--- src/rtl/lamp_seq_engine.sv ---
`default_nettype none
// ============================================================================
//  Module   : lamp_seq_engine
//  Purpose  : Parametrised lamp-pattern sequencer. Steps through a run-time
//             writable pattern table (DEPTH entries of LAMP_N bits) with a
//             programmable per-step dwell and LOOP / ONESHOT / PINGPONG /
//             HOLD stepping modes, under start/stop control.
//  Ports    :
//    trigger  in   1        clock, rising edge
//    sysRst   in   1        asynchronous reset, active-high
//    en       in   1        sequencer clock enable (table writes ignore it)
//    start    in   1        (re)start sequence at step 0
//    stop     in   1        abort to IDLE, wins over start
//    mode     in   2        0 LOOP, 1 ONESHOT, 2 PINGPONG, 3 HOLD
//    last_idx in   AW       final step index, clamped to DEPTH-1
//    dwell    in   DWELL_W  extra enabled cycles per step
//    wr_en    in   1        pattern table write strobe
//    wr_addr  in   AW       table write address, >= DEPTH ignored
//    wr_data  in   LAMP_N   pattern to store
//    lamb     out  LAMP_N   lamp outputs (0 while IDLE)
//    counter  out  AW       current step index
//    busy     out  1        sequencer running
//    done     out  1        ONESHOT sequence completed
//  Revision : 1.0  initial release
// ============================================================================
module lamp_seq_engine #(
    parameter  int LAMP_N  = 5,
    parameter  int DEPTH   = 6,
    parameter  int DWELL_W = 4,
    localparam int AW      = $clog2(DEPTH)
) (
    input  logic               trigger,
    input  logic               sysRst,
    input  logic               en,
    input  logic               start,
    input  logic               stop,
    input  logic [1:0]         mode,
    input  logic [AW-1:0]      last_idx,
    input  logic [DWELL_W-1:0] dwell,
    input  logic               wr_en,
    input  logic [AW-1:0]      wr_addr,
    input  logic [LAMP_N-1:0]  wr_data,
    output logic [LAMP_N-1:0]  lamb,
    output logic [AW-1:0]      counter,
    output logic               busy,
    output logic               done
);

    localparam logic [1:0] c_st_idle = 2'd0;
    localparam logic [1:0] c_st_run  = 2'd1;
    localparam logic [1:0] c_st_done = 2'd2;

    localparam logic [1:0] c_mode_loop     = 2'd0;
    localparam logic [1:0] c_mode_oneshot  = 2'd1;
    localparam logic [1:0] c_mode_pingpong = 2'd2;

    // One extra bit so DEPTH itself is representable when DEPTH is a power of 2
    localparam logic [AW:0]   c_depth   = (AW+1)'(DEPTH);
    localparam logic [AW-1:0] c_max_idx = AW'(DEPTH - 1);
    localparam logic [AW-1:0] c_one     = AW'(1);

    logic [1:0]         r_state;
    logic [AW-1:0]      r_index;
    logic [DWELL_W-1:0] r_dwell_cnt;
    logic               r_dir_down;
    logic [LAMP_N-1:0]  r_table [0:DEPTH-1];

    logic [1:0]         w_next_state;
    logic [AW-1:0]      w_next_index;
    logic [DWELL_W-1:0] w_next_dwell_cnt;
    logic               w_next_dir_down;
    logic [AW-1:0]      w_last;

    // Effective final index: out-of-range requests clamp to the last entry
    assign w_last = ({1'b0, last_idx} >= c_depth) ? c_max_idx : last_idx;

    // ------------------------------------------------------------------
    // State register
    // ------------------------------------------------------------------
    always_ff @(posedge trigger or posedge sysRst) begin
        if (sysRst) begin
            r_state     <= c_st_idle;
            r_index     <= '0;
            r_dwell_cnt <= '0;
            r_dir_down  <= 1'b0;
        end else begin
            r_state     <= w_next_state;
            r_index     <= w_next_index;
            r_dwell_cnt <= w_next_dwell_cnt;
            r_dir_down  <= w_next_dir_down;
        end
    end

    // ------------------------------------------------------------------
    // Next-state logic
    // ------------------------------------------------------------------
    always_comb begin
        w_next_state     = r_state;
        w_next_index     = r_index;
        w_next_dwell_cnt = r_dwell_cnt;
        w_next_dir_down  = r_dir_down;

        // stop/start bypass the enable so the sequencer can always be controlled
        if (stop) begin
            w_next_state     = c_st_idle;
            w_next_index     = '0;
            w_next_dwell_cnt = '0;
            w_next_dir_down  = 1'b0;
        end else if (start) begin
            w_next_state     = c_st_run;
            w_next_index     = '0;
            w_next_dwell_cnt = '0;
            w_next_dir_down  = 1'b0;
        end else if (en && (r_state == c_st_run)) begin
            // >= (not ==) so a lowered dwell triggers an immediate step
            if (r_dwell_cnt < dwell) begin
                w_next_dwell_cnt = r_dwell_cnt + DWELL_W'(1);
            end else begin
                w_next_dwell_cnt = '0;
                // Comparisons use >= so a shrunken last_idx is handled as "at end"
                case (mode)
                    c_mode_loop: begin
                        w_next_index = (r_index >= w_last) ? '0 : r_index + c_one;
                    end
                    c_mode_oneshot: begin
                        if (r_index >= w_last) begin
                            w_next_state = c_st_done;
                        end else begin
                            w_next_index = r_index + c_one;
                        end
                    end
                    c_mode_pingpong: begin
                        if (!r_dir_down) begin
                            if (r_index >= w_last) begin
                                w_next_dir_down = 1'b1;
                                w_next_index    = (r_index == '0) ? '0 : r_index - c_one;
                            end else begin
                                w_next_index    = r_index + c_one;
                            end
                        end else begin
                            if (r_index == '0) begin
                                w_next_dir_down = 1'b0;
                                w_next_index    = (w_last == '0) ? '0 : c_one;
                            end else begin
                                w_next_index    = r_index - c_one;
                            end
                        end
                    end
                    default: begin
                        // HOLD: index and direction frozen, dwell keeps cycling
                    end
                endcase
            end
        end
    end

    // ------------------------------------------------------------------
    // Output logic
    // ------------------------------------------------------------------
    always_comb begin
        lamb    = (r_state == c_st_idle) ? '0 : r_table[r_index];
        counter = r_index;
        busy    = (r_state == c_st_run);
        done    = (r_state == c_st_done);
    end

    // ------------------------------------------------------------------
    // Pattern table: independent of en, cleared by reset
    // ------------------------------------------------------------------
    always_ff @(posedge trigger or posedge sysRst) begin
        if (sysRst) begin
            for (int i = 0; i < DEPTH; i++) begin
                r_table[i] <= '0;
            end
        end else if (wr_en && ({1'b0, wr_addr} < c_depth)) begin
            r_table[wr_addr] <= wr_data;
        end
    end

endmodule
`default_nettype wire

--- config.mk ---
export PLATFORM = sky130hd
export DESIGN_NAME = lamp_seq_engine
export DESIGN_NICKNAME = d
export VERILOG_FILES = /design/src/rtl/lamp_seq_engine.sv
export SDC_FILE = /design/constraint.sdc
export NUM_CORES = 1
export LEC_CHECK = 0
export ABC_CLOCK_PERIOD_IN_PS = 3000
export BUFFER_PORTS_ARGS = -buffer_cell sky130_fd_sc_hd__buf_2
export CAP_MARGIN = 40
export CORE_ASPECT_RATIO = 0.8
export CORE_MARGIN = 3
export CORE_UTILIZATION = 46
export DETAILED_ROUTE_END_ITERATION = 7
export PLACE_DENSITY = 0.78
export SYNTH_ARGS = -nofsm -noshare
export SYNTH_HDL_FRONTEND = slang
export SYNTH_SLANG_ARGS = --single-unit
--- constraint.sdc ---
create_clock -name trigger -period 3 [get_ports trigger]
set_input_delay 0.75 -clock trigger [delete_from_list [all_inputs] [get_ports trigger]]
set_output_delay 0.75 -clock trigger [all_outputs]
set_load 0.05 [all_outputs]
==> results of run 1 <==
[stage by stage]
step / power [mW] / area [sq um] / utilization, % / instances
2_1_floorplan: 0.884 / 2360 / - / 202
3_3_place_gp: 0.944 / 2590 / 54.4 / 293
3_5_place_dp: 0.964 / 2590 / 54.4 / 293
4_1_cts: 1.43 / 2710 / 56.9 / 301
5_1_grt: 1.48 / 2710 / 56.9 / 301
6_report: 1.42 / 2710 / 56.9 / 301
[power groups by stage]
stage / clock (mW) / combinational (mW) / sequential [mW]
after floorplan: 0 / 0.217 / 0.667
after global placement: 0 / 0.265 / 0.679
after detailed placement: 0 / 0.278 / 0.686
after CTS: 0.470 / 0.280 / 0.676
after global routing: 0.488 / 0.303 / 0.688
final: 0.463 / 0.278 / 0.675
[sequential cells by signal, indices dropped and copies added (netlist names)]
name and flops:
counter 3, r_dir_down 1, r_dwell_cnt 4, r_state 2
r_table 30
[final timing paths]
check | depth (start not counted) | endpoint | from
worst max-delay path | 5 | lamb[2] | counter[0]
worst min-delay path | 1 | r_table[17] | r_table[17]
worst max register to register | 6 | counter[1] | counter[1]
worst min register to register | 1 | r_table[17] | r_table[17]
max in group asynchronous | 3 | r_dir_down | sysRst
min in group asynchronous | 3 | r_table[28] | sysRst
[cell usage in the layout, fill, tap and decap left out, drive strengths merged, types with 2 or more instances in the layout]
cell,Yosys,layout
a22oi,5,5
mux2,35,35
nand2,10,10
mux2i,2,2
a21o,2,2
nor2b,4,4
a211oi,2,2
xor2,3,3
nand4,3,3
a31oi,2,2
o31a,2,2
a21oi,7,7
nor3,5,5
nor2,13,13
buf,3,37
clkinv,1,2
ha,14,14
a221oi,2,2
o21ai,4,4
dfrtp,40,40
inv,15,15
mux4,5,5
o31ai,2,2
clkbuf,3,6
[layer usage]
layer,part of all wire [%],track usage [%]
met1,46,24.1
met2,48,28.5
met3,4.6,2.59
met4,1.9,6.85
met5,0,0
[cell type report]
class | count | area [sq um]
multi-input cells | 140 | 1250
inverters | 16 | 60.1
flip-flops and latches | 40 | 1000
well taps | 60 | 75.1
fillers | 387 | 2050
clock inverters | 2 | 38.8
repair buffers | 37 | 198
clock buffers | 6 | 82.6
[kinds of logic (layout without fill, tap and decap cells)]
group,after synthesis,count (layout),synth area share [%]
simple gates,44,44,10.6
fa+ha+maj,14,14,7.43
compound gates,37,37,11.8
xor+xnor,3,3,1.11
flops,40,40,42.5
mux,42,42,22.3
buf+inv,22,61,4.30
==> qor.csv, run 1 <==
stage,metric,value,unit
worst_setup_path,Buffers & Inverters on Critical Path,2,
global_routing,largest net degree at the start of global routing,41,
timing,Achievable Freq,379,MHz
clock_tree,Post-CTS Resized,0,
floorplanning,I/O Pins,33,
global_routing,first-pass GRT wire length,8310,um
synthesis,most frequent cell after synthesis,dfrtp_1,
min_path,hold crit path type,reg2reg,
worst_setup_path,Crit path largest cell delay,0.51,ns
timing,min Tclk post-route,2.64,ns
floorplanning,# rows,22,
timing,final worst setup slack,0.360,ns
pwr,Worst VDD drop,0.286,mV
global_routing,grt ovf,0,
timing,Final TNS setup,0,ns
final_layout,area delta synth->final,15.0,%
pwr,clock group share of total power,32.7,%
synthesis,cell taking the most area after synthesis,dfrtp_1,
timing,final setup fails,0,
worst_setup_path,CP Class,reg2out,
route,routed length per instance,16.8,um
synthesis,Synth Flop Type,dfrtp_1,
worst_setup_path,"critical path, cell by cell","buf_4, mux4_2, a22oi_1, nor2_1, buf_2",
run,Max-Cap Viols,0,
worst_setup_path,Critical Path AT,1.89,ns
pwr,pwr dens,523,mW/mm^2
global_routing,initial antenna violation count,0,
place,Port Buffer Count,32,
worst_setup_path,R2R setup slack,0.83,ns
timing,max-slew violation count,0,
clock_tree,# hold bufs at CTS,0,
floorplanning,Die Y,70.0,um
floorplanning,core footprint,0.00476,sq mm
floorplanning,initial core utilization,49.5,%
timing,unrepaired setup endpoints after global routing,no,
timing,final hold vios,0,
pwr,Logic pwr share,19.6,%
clock_tree,deepest level of the CTS H-tree,2,
pwr,P_sw,371,uW
pwr,register share of total power,47.7,%
route,Starting DRT DRC Count,120,
place,routability congestion estimate,0.836,
timing,Worst Skew,0.00100,ns
run_status,outcome,"complete, no violations",
synthesis,synthesized area,0.00236,sq mm
clock_tree,"Clk Latency, worst-skew pair",0.29,ns
floorplanning,Die ar.,0.00602,sq mm
global_routing,vias in the first global route,1689,
timing,Hold Slack,0.508,ns
worst_setup_path,WP data required,2.25,ns
synthesis,Syn Nets,239,
final_layout,Layout Nets,277,
synthesis,Syn. warnings,0,
route,via count,1685,
clock_tree,postcts setup bufs,0,
clock_tree,clock-pin slew on the worst setup and hold paths,0.08,ns
route,DRT Wirelength,5060,um
clock_tree,CTS Buf Count,5,
route,1st-pass router iterations,4,
synthesis,"top cells by count, synth","dfrtp_1 (40), mux2_2 (35), inv_1 (15)",
timing,final worst-path cycle share,88.0,%
pwr,Leak,1.27,nW
synthesis,Synth area leaders,"dfrtp_1 (42%), mux2_2 (17%), ha_1 (7.4%), mux4_2 (4.8%), inv_1 (2.4%)",
synthesis,"Distinct cells, synth",51,
clock_tree,Clock Tree Root,clkbuf_8,
route,ANT nets after route,0,
final_layout,fraction of final layout cells sized beyond drive strength 1,41.9,%
timing,Slew @ Worst Pin,0.529,ns
route,DRC violations left,0,
place,hpwl dp,3740,um
worst_setup_path,CP max-delay cell,mux4_2,
place,setup slack at placement,0.410,ns
clock_tree,clock sink total,40,
worst_setup_path,CP top delay family,multiplexers,
worst_setup_path,CP endpoint kind,output port,
worst_setup_path,worst-path fanout max,8,
route,Vias/cell,5.60,
pwr,internal power,1.05,mW
synthesis,number of synthesized register bits,40,
synthesis,"EDFF count, synth",0,
synthesis,post-synthesis sequential area ratio,42.5,%
synthesis,Synth async-reset ratio,100,%
timing,Slew HR,64.6,%
floorplanning,DIE WIDTH,86.0,um
synthesis,Avg Inst Size Synth,11.7,sq um
final_layout,antenna diode count,0,
synthesis,Synth top area share,42.5,%
global_routing,gr usage total,17.7,%
synthesis,cell count after synthesis,202,
pwr,sw frac,26.2,%
clock_tree,CTS max path bufs,2,
clock_tree,CTS tree,built,
worst_setup_path,Startpoint Class,flop,
No activity file was read; power rests on OpenSTA's default activity.
==> run 2, diff against run 1 <==
==> constraint.sdc (replaced) <==
create_clock -name trigger -period 3 [get_ports trigger]
set_input_delay 0.75 -clock trigger [delete_from_list [all_inputs] [get_ports trigger]]
set_output_delay 0.75 -clock trigger [all_outputs]
set_load 0.02 [all_outputs]
==> run 2 against run 1 <==
Net effect:
- clock power decreased by 7.3%
- sequential share of layout area increased by 0.27 points
- combinational power decreased by 7.2%
- via count decreased by 0.95%
- maximum frequency decreased by 1.1%
- cell area decreased by 0.60%
- critical endpoint is now lamb[0]
- largest cell class unchanged
==> qor.csv, run 2 (synthesis results as in run 1) <==
stage,metric,value,unit,change
worst_setup_path,Critical Path AT,1.92,ns,+0.03 ns
global_routing,gr usage total,17.1,%,-0.65 points
place,placed cell areas,0.00258,sq mm,-0.29%
global_routing,initial antenna violation count,0,,unchanged
route,Starting DRT DRC Count,111,,-7.5%
floorplanning,Die ar.,0.00602,sq mm,unchanged
global_routing,largest net degree at the start of global routing,41,,unchanged
final_layout,Layout Nets,276,,-0.36%
min_path,hold endpoint,r_table[2],,
min_path,hold depth,1,,unchanged
pwr,pwr dens,505,mW/mm^2,-3.4%
place,Port Buffer Count,32,,unchanged
final_layout,max FFs per register,30,,unchanged
run_status,outcome,"complete, no violations",,
route,DRT Wirelength,4760,um,-5.9%
timing,final worst-path cycle share,89.0,%,+0.95 points
final_layout,Layout Cells excl Fill,300,,-0.33%
timing,final setup fails,0,,unchanged
final_layout,"commonest cells after routing, fill and taps aside","dfrtp_1 (39), mux2_2 (35), buf_2 (32)",,
timing,Final TNS setup,0,ns,unchanged
min_path,critical hold path startpoint,r_table[2],,
worst_setup_path,CP endpoint kind,output port,,
clock_tree,postcts setup bufs,0,,unchanged
final_layout,antenna diode count,0,,unchanged
worst_setup_path,WP data required,2.25,ns,about the same
timing,final hold vios,0,,unchanged
timing,max-slew violation count,0,,unchanged
clock_tree,clock sink total,40,,unchanged
floorplanning,Die Y,70.0,um,unchanged
min_path,hold crit path type,reg2reg,,
timing,Worst Skew,0.00583,ns,+0.00483 ns
floorplanning,DIE WIDTH,86.0,um,unchanged
worst_setup_path,Worst R2R Path Depth,7,,+1
timing,min Tclk post-route,2.67,ns,+0.0284 ns
worst_setup_path,CP Class,reg2out,,
route,routed length per instance,15.9,um,-5.6%
place,routability congestion estimate,0.843,,+0.89%
run,Max-Cap Viols,0,,unchanged
floorplanning,initial core utilization,49.5,%,unchanged
pwr,Leak,1.26,nW,-1.2%
final_layout,area delta synth->final,14.3,%,
clock_tree,deepest level of the CTS H-tree,2,,unchanged
clock_tree,CTS Buf Count,5,,unchanged
route,ANT nets after route,0,,unchanged
clock_tree,Clock Tree Root,clkbuf_8,,
clock_tree,"Clk Latency, worst-skew pair",0.29,ns,about the same
final_layout,"commonest non-fill, non-tap cell in the layout",dfrtp_1,,
clock_tree,CTS tree,built,,
route,1st-pass router iterations,4,,unchanged
route,DRC violations left,0,,unchanged
pwr,Final Power,1.36,mW,-4.0%
pwr,Worst VDD drop,0.278,mV,-2.7%
timing,unrepaired setup endpoints after global routing,no,,
route,Vias/cell,5.56,,-0.62%
clock_tree,clock-pin slew on the worst setup and hold paths,0.08,ns,about the same
worst_setup_path,R2R setup slack,0.72,ns,-0.11 ns
route,via count,1669,,-0.95%
route,WL met2,2270,um,-6.1%
worst_setup_path,R2R Path Start,counter[0],,
clock_tree,CTS max path bufs,2,,unchanged
global_routing,grt ovf,0,,unchanged
worst_setup_path,Reg-to-Reg End,counter[1],,
floorplanning,I/O Pins,33,,unchanged
final_layout,fraction of final layout cells sized beyond drive strength 1,42.1,%,+0.17 points
place,post-placement cell count,292,,-0.34%
floorplanning,core footprint,0.00476,sq mm,unchanged
global_routing,first-pass GRT wire length,8110,um,-2.5%
final_layout,Biggest register,r_table,,
timing,Slew HR,65.2,%,+0.67 points
clock_tree,# hold bufs at CTS,0,,unchanged
worst_setup_path,Startpoint Class,flop,,
floorplanning,# rows,22,,unchanged
worst_setup_path,worst-path fanout max,14,,+6
timing,Slew @ Worst Pin,0.520,ns,-0.00909 ns
route,highest routed layer,met4,,
global_routing,vias in the first global route,1678,,-0.65%
place,hpwl dp,3520,um,-5.8%
route,metal3 WL,320,um,+37%
route,routed metal-1 wire length,2140,um,-7.5%
final_layout,final standard cell area without fillers,0.00269,sq mm,-0.60%
timing,Hold Slack,0.504,ns,-0.00401 ns
timing,Achievable Freq,375,MHz,-1.1%
run 2: per-stage QoR:
step                      setup slack [ns]  util, %
after CTS                           0.0793     56.5
after global routing                 0.239     56.6
final                                0.331     56.6
after floorplan                      0.691        -
after detailed placement             0.395     54.2
after global placement               0.436     54.2
run 2: worst max path at each step:
stage	startpoint	to	cells past startpoint
4_1_cts	counter[0]	lamb[0]	4
5_1_grt	counter[0]	lamb[0]	4
6_report	counter[0]	lamb[0]	4
2_1_floorplan	counter[0]	lamb[1]	4
3_5_place_dp	counter[0]	lamb[0]	4
3_3_place_gp	counter[0]	lamb[0]	4
run 2: layout make-up:
type	instances	area, sq um
clock buffer	5	68.8
clock inverter	3	42.5
fill	422	2070
inverter	16	60.1
multi-input combinational	140	1250
sequential	40	1000
tap	60	75.1
timing repair buffer	36	190
run 2: routing by layer:
metal,track usage [%],up-vias
li1,-,807
met1,24.0,810
met2,26.8,50
met3,4.01,2
met4,3.69,0
met5,0,-
run 2: what timing repair did:
item | 4_1_cts | 5_1_grt
resized for setup | 0 | 1
setup endpoints to repair | 0 | 1
hold endpoints to repair | 0 | 0
run 2: worst max-delay path, stage by stage (launching register included):
cell	delay, ns
dfrtp_2	0.61
mux4_2	0.55
a22oi_1	0.21
nor2_1	0.08
buf_2	0.17
run 2: power by group:
group	internal [mW]	switching [mW]	total (mW)
sequential	0.629	0.0433	0.672
combinational	0.144	0.113	0.258
clock	0.246	0.183	0.429
total	1.02	0.340	1.36
==> run 3, diff against run 2 <==
--- a/config.mk
+++ b/config.mk
@@ -6,13 +6,13 @@
 export NUM_CORES = 1
 export LEC_CHECK = 0
 export ABC_CLOCK_PERIOD_IN_PS = 3000
-export BUFFER_PORTS_ARGS = -buffer_cell sky130_fd_sc_hd__buf_2
 export CAP_MARGIN = 40
 export CORE_ASPECT_RATIO = 0.8
 export CORE_MARGIN = 3
 export CORE_UTILIZATION = 46
 export DETAILED_ROUTE_END_ITERATION = 7
-export PLACE_DENSITY = 0.78
+export DONT_BUFFER_PORTS = 1
+export PLACE_DENSITY = 0.73
 export SYNTH_ARGS = -nofsm -noshare
 export SYNTH_HDL_FRONTEND = slang
 export SYNTH_SLANG_ARGS = --single-unit
==> run 3 against run 2 <==
Net effect:
- first-iteration DRC count is 30% higher
- largest power group unchanged
- register-to-register slack got worse by 0.23 ns
- largest cell class unchanged
- worst hold slack worse by 0.047 ns
- flip-flop and latch count unchanged
- sequential share of layout area grew 2.6 points
==> qor.csv, run 3 (synthesis results as in run 1) <==
stage,metric,value,unit,change
route,DRC violations left,0,,unchanged
timing,max-slew violation count,0,,unchanged
timing,Final TNS setup,0,ns,unchanged
worst_setup_path,R2R Path Start,counter[0],,
clock_tree,Post-CTS Resized,0,,unchanged
global_routing,first-pass GRT wire length,8220,um,+1.4%
route,1st-pass router iterations,4,,unchanged
pwr,Leak,1.12,nW,-11%
worst_setup_path,WP data required,2.25,ns,about the same
run,Max-Cap Viols,0,,unchanged
final_layout,Layout Nets,244,,-12%
final_layout,fraction of final layout cells sized beyond drive strength 1,32.4,%,-9.7 points
worst_setup_path,Reg-to-Reg End,counter[1],,
global_routing,grt ovf,0,,unchanged
worst_setup_path,Worst R2R Path Depth,7,,unchanged
final_layout,number of fill cells,410,,-2.8%
global_routing,initial antenna violation count,0,,unchanged
clock_tree,# hold bufs at CTS,0,,unchanged
floorplanning,I/O Pins,33,,unchanged
clock_tree,"Clk Latency, worst-skew pair",0.28,ns,about the same
floorplanning,Die Y,70.0,um,unchanged
timing,final hold vios,0,,unchanged
place,hpwl dp,3480,um,-1.2%
clock_tree,CTS max path bufs,2,,unchanged
route,ANT nets after route,0,,unchanged
pwr,Worst VDD drop,0.237,mV,-15%
timing,Worst Skew,0.00307,ns,-0.00275 ns
timing,final setup fails,0,,unchanged
floorplanning,core footprint,0.00476,sq mm,unchanged
final_layout,antenna diode count,0,,unchanged
clock_tree,Clock Tree Root,clkbuf_8,,
floorplanning,Die ar.,0.00602,sq mm,unchanged
route,Starting DRT DRC Count,144,,+30%
place,routability congestion estimate,0.831,,-1.4%
pwr,pwr dens,509,mW/mm^2,+0.93%
final_layout,max FFs per register,30,,unchanged
place,Port Buffer Count,0,,-100%
worst_setup_path,CP endpoint kind,output port,,
timing,Achievable Freq,368,MHz,-1.9%
clock_tree,CTS Buf Count,5,,unchanged
final_layout,"commonest non-fill, non-tap cell in the layout",dfrtp_1,,
final_layout,Final Util,52.9,%,-3.7 points
clock_tree,CTS tree,built,,
min_path,hold crit path type,in2async,,
route,Vias/cell,5.92,,+6.4%
run_status,outcome,"complete, no violations",,
timing,min Tclk post-route,2.72,ns,+0.0510 ns
timing,Slew HR,61.6,%,-3.6 points
floorplanning,DIE WIDTH,86.0,um,unchanged
route,via count,1581,,-5.3%
global_routing,largest net degree at the start of global routing,41,,unchanged
clock_tree,postcts setup bufs,0,,unchanged
clock_tree,deepest level of the CTS H-tree,2,,unchanged
worst_setup_path,Startpoint Class,flop,,
final_layout,Biggest register,r_table,,
final_layout,area delta synth->final,6.79,%,
worst_setup_path,CP Class,reg2out,,
route,DRT Wirelength,4690,um,-1.4%
worst_setup_path,worst-path fanout max,12,,-2
clock_tree,clock sink total,40,,unchanged
floorplanning,initial core utilization,49.5,%,unchanged
global_routing,gr usage total,17.3,%,+0.21 points
worst_setup_path,Critical Path AT,1.97,ns,+0.05 ns
timing,unrepaired setup endpoints after global routing,no,,
floorplanning,# rows,22,,unchanged
route,routed length per instance,17.6,um,+11%
worst_setup_path,R2R setup slack,0.49,ns,-0.23 ns
timing,final worst-path cycle share,90.7,%,+1.7 points
final_layout,"commonest cells after routing, fill and taps aside","dfrtp_1 (40), mux2_2 (35), inv_1 (15)",,
global_routing,vias in the first global route,1646,,-1.9%
clock_tree,clock-pin slew on the worst setup and hold paths,0.08,ns,about the same
timing,Slew @ Worst Pin,0.576,ns,+0.0563 ns
[run 3: worst max-delay path: stages, from the launching register on]
cell	delay, ns
dfrtp_1	0.71
mux4_2	0.57
a22oi_1	0.23
nor2_1	0.17
[run 3: worst max-delay path by stage]
stage | from | to | slack (ns) | cells after the start
after floorplan | counter[0] | lamb[1] | 0.69 | 4
after global placement | counter[0] | counter[1] | 0.54 | 7
after global routing | counter[0] | lamb[0] | 0.15 | 3
final | counter[0] | lamb[0] | 0.28 | 3
after CTS | counter[0] | lamb[0] | 0.28 | 3
after detailed placement | counter[0] | counter[1] | 0.50 | 7
[run 3: layer usage]
metal  track usage, %  routed length [um]  vias up  share of wire (%)
li1                 -                   -      742                  -
met1             24.8                2290      794                 49
met2             25.2                2090       41                 44
met3             4.83                 269        4                5.7
met4             5.27                  46        0               0.98
met5                0                   0        -                  0
[run 3: per-stage QoR]
stage	hold slack, ns	power (mW)	setup WS (ns)	instance area (sq um)	cells
6_report	0.457	1.28	0.280	2520	267
5_1_grt	0.494	1.36	0.148	2520	267
4_1_cts	0.478	1.29	0.278	2520	267
3_5_place_dp	0.493	0.912	0.499	2420	260
3_3_place_gp	0.483	0.903	0.545	2420	260
2_1_floorplan	0.474	0.865	0.691	2360	202
[run 3: area by class of cell]
cell class                 count  area (sq um)  share of cell area, %
clock buffer                   7          96.3                   3.83
sequential                    40          1000                   39.8
multi-input combinational    140          1250                   49.9
inverter                      16          60.1                   2.39
tap                           60          75.1                   2.98
timing repair buffer           4          30.0                   1.19
[run 3: power by group]
group | total, mW | switching [mW] | internal [mW]
combinational | 0.225 | 0.0962 | 0.129
sequential | 0.679 | 0.0490 | 0.630
clock | 0.378 | 0.174 | 0.205
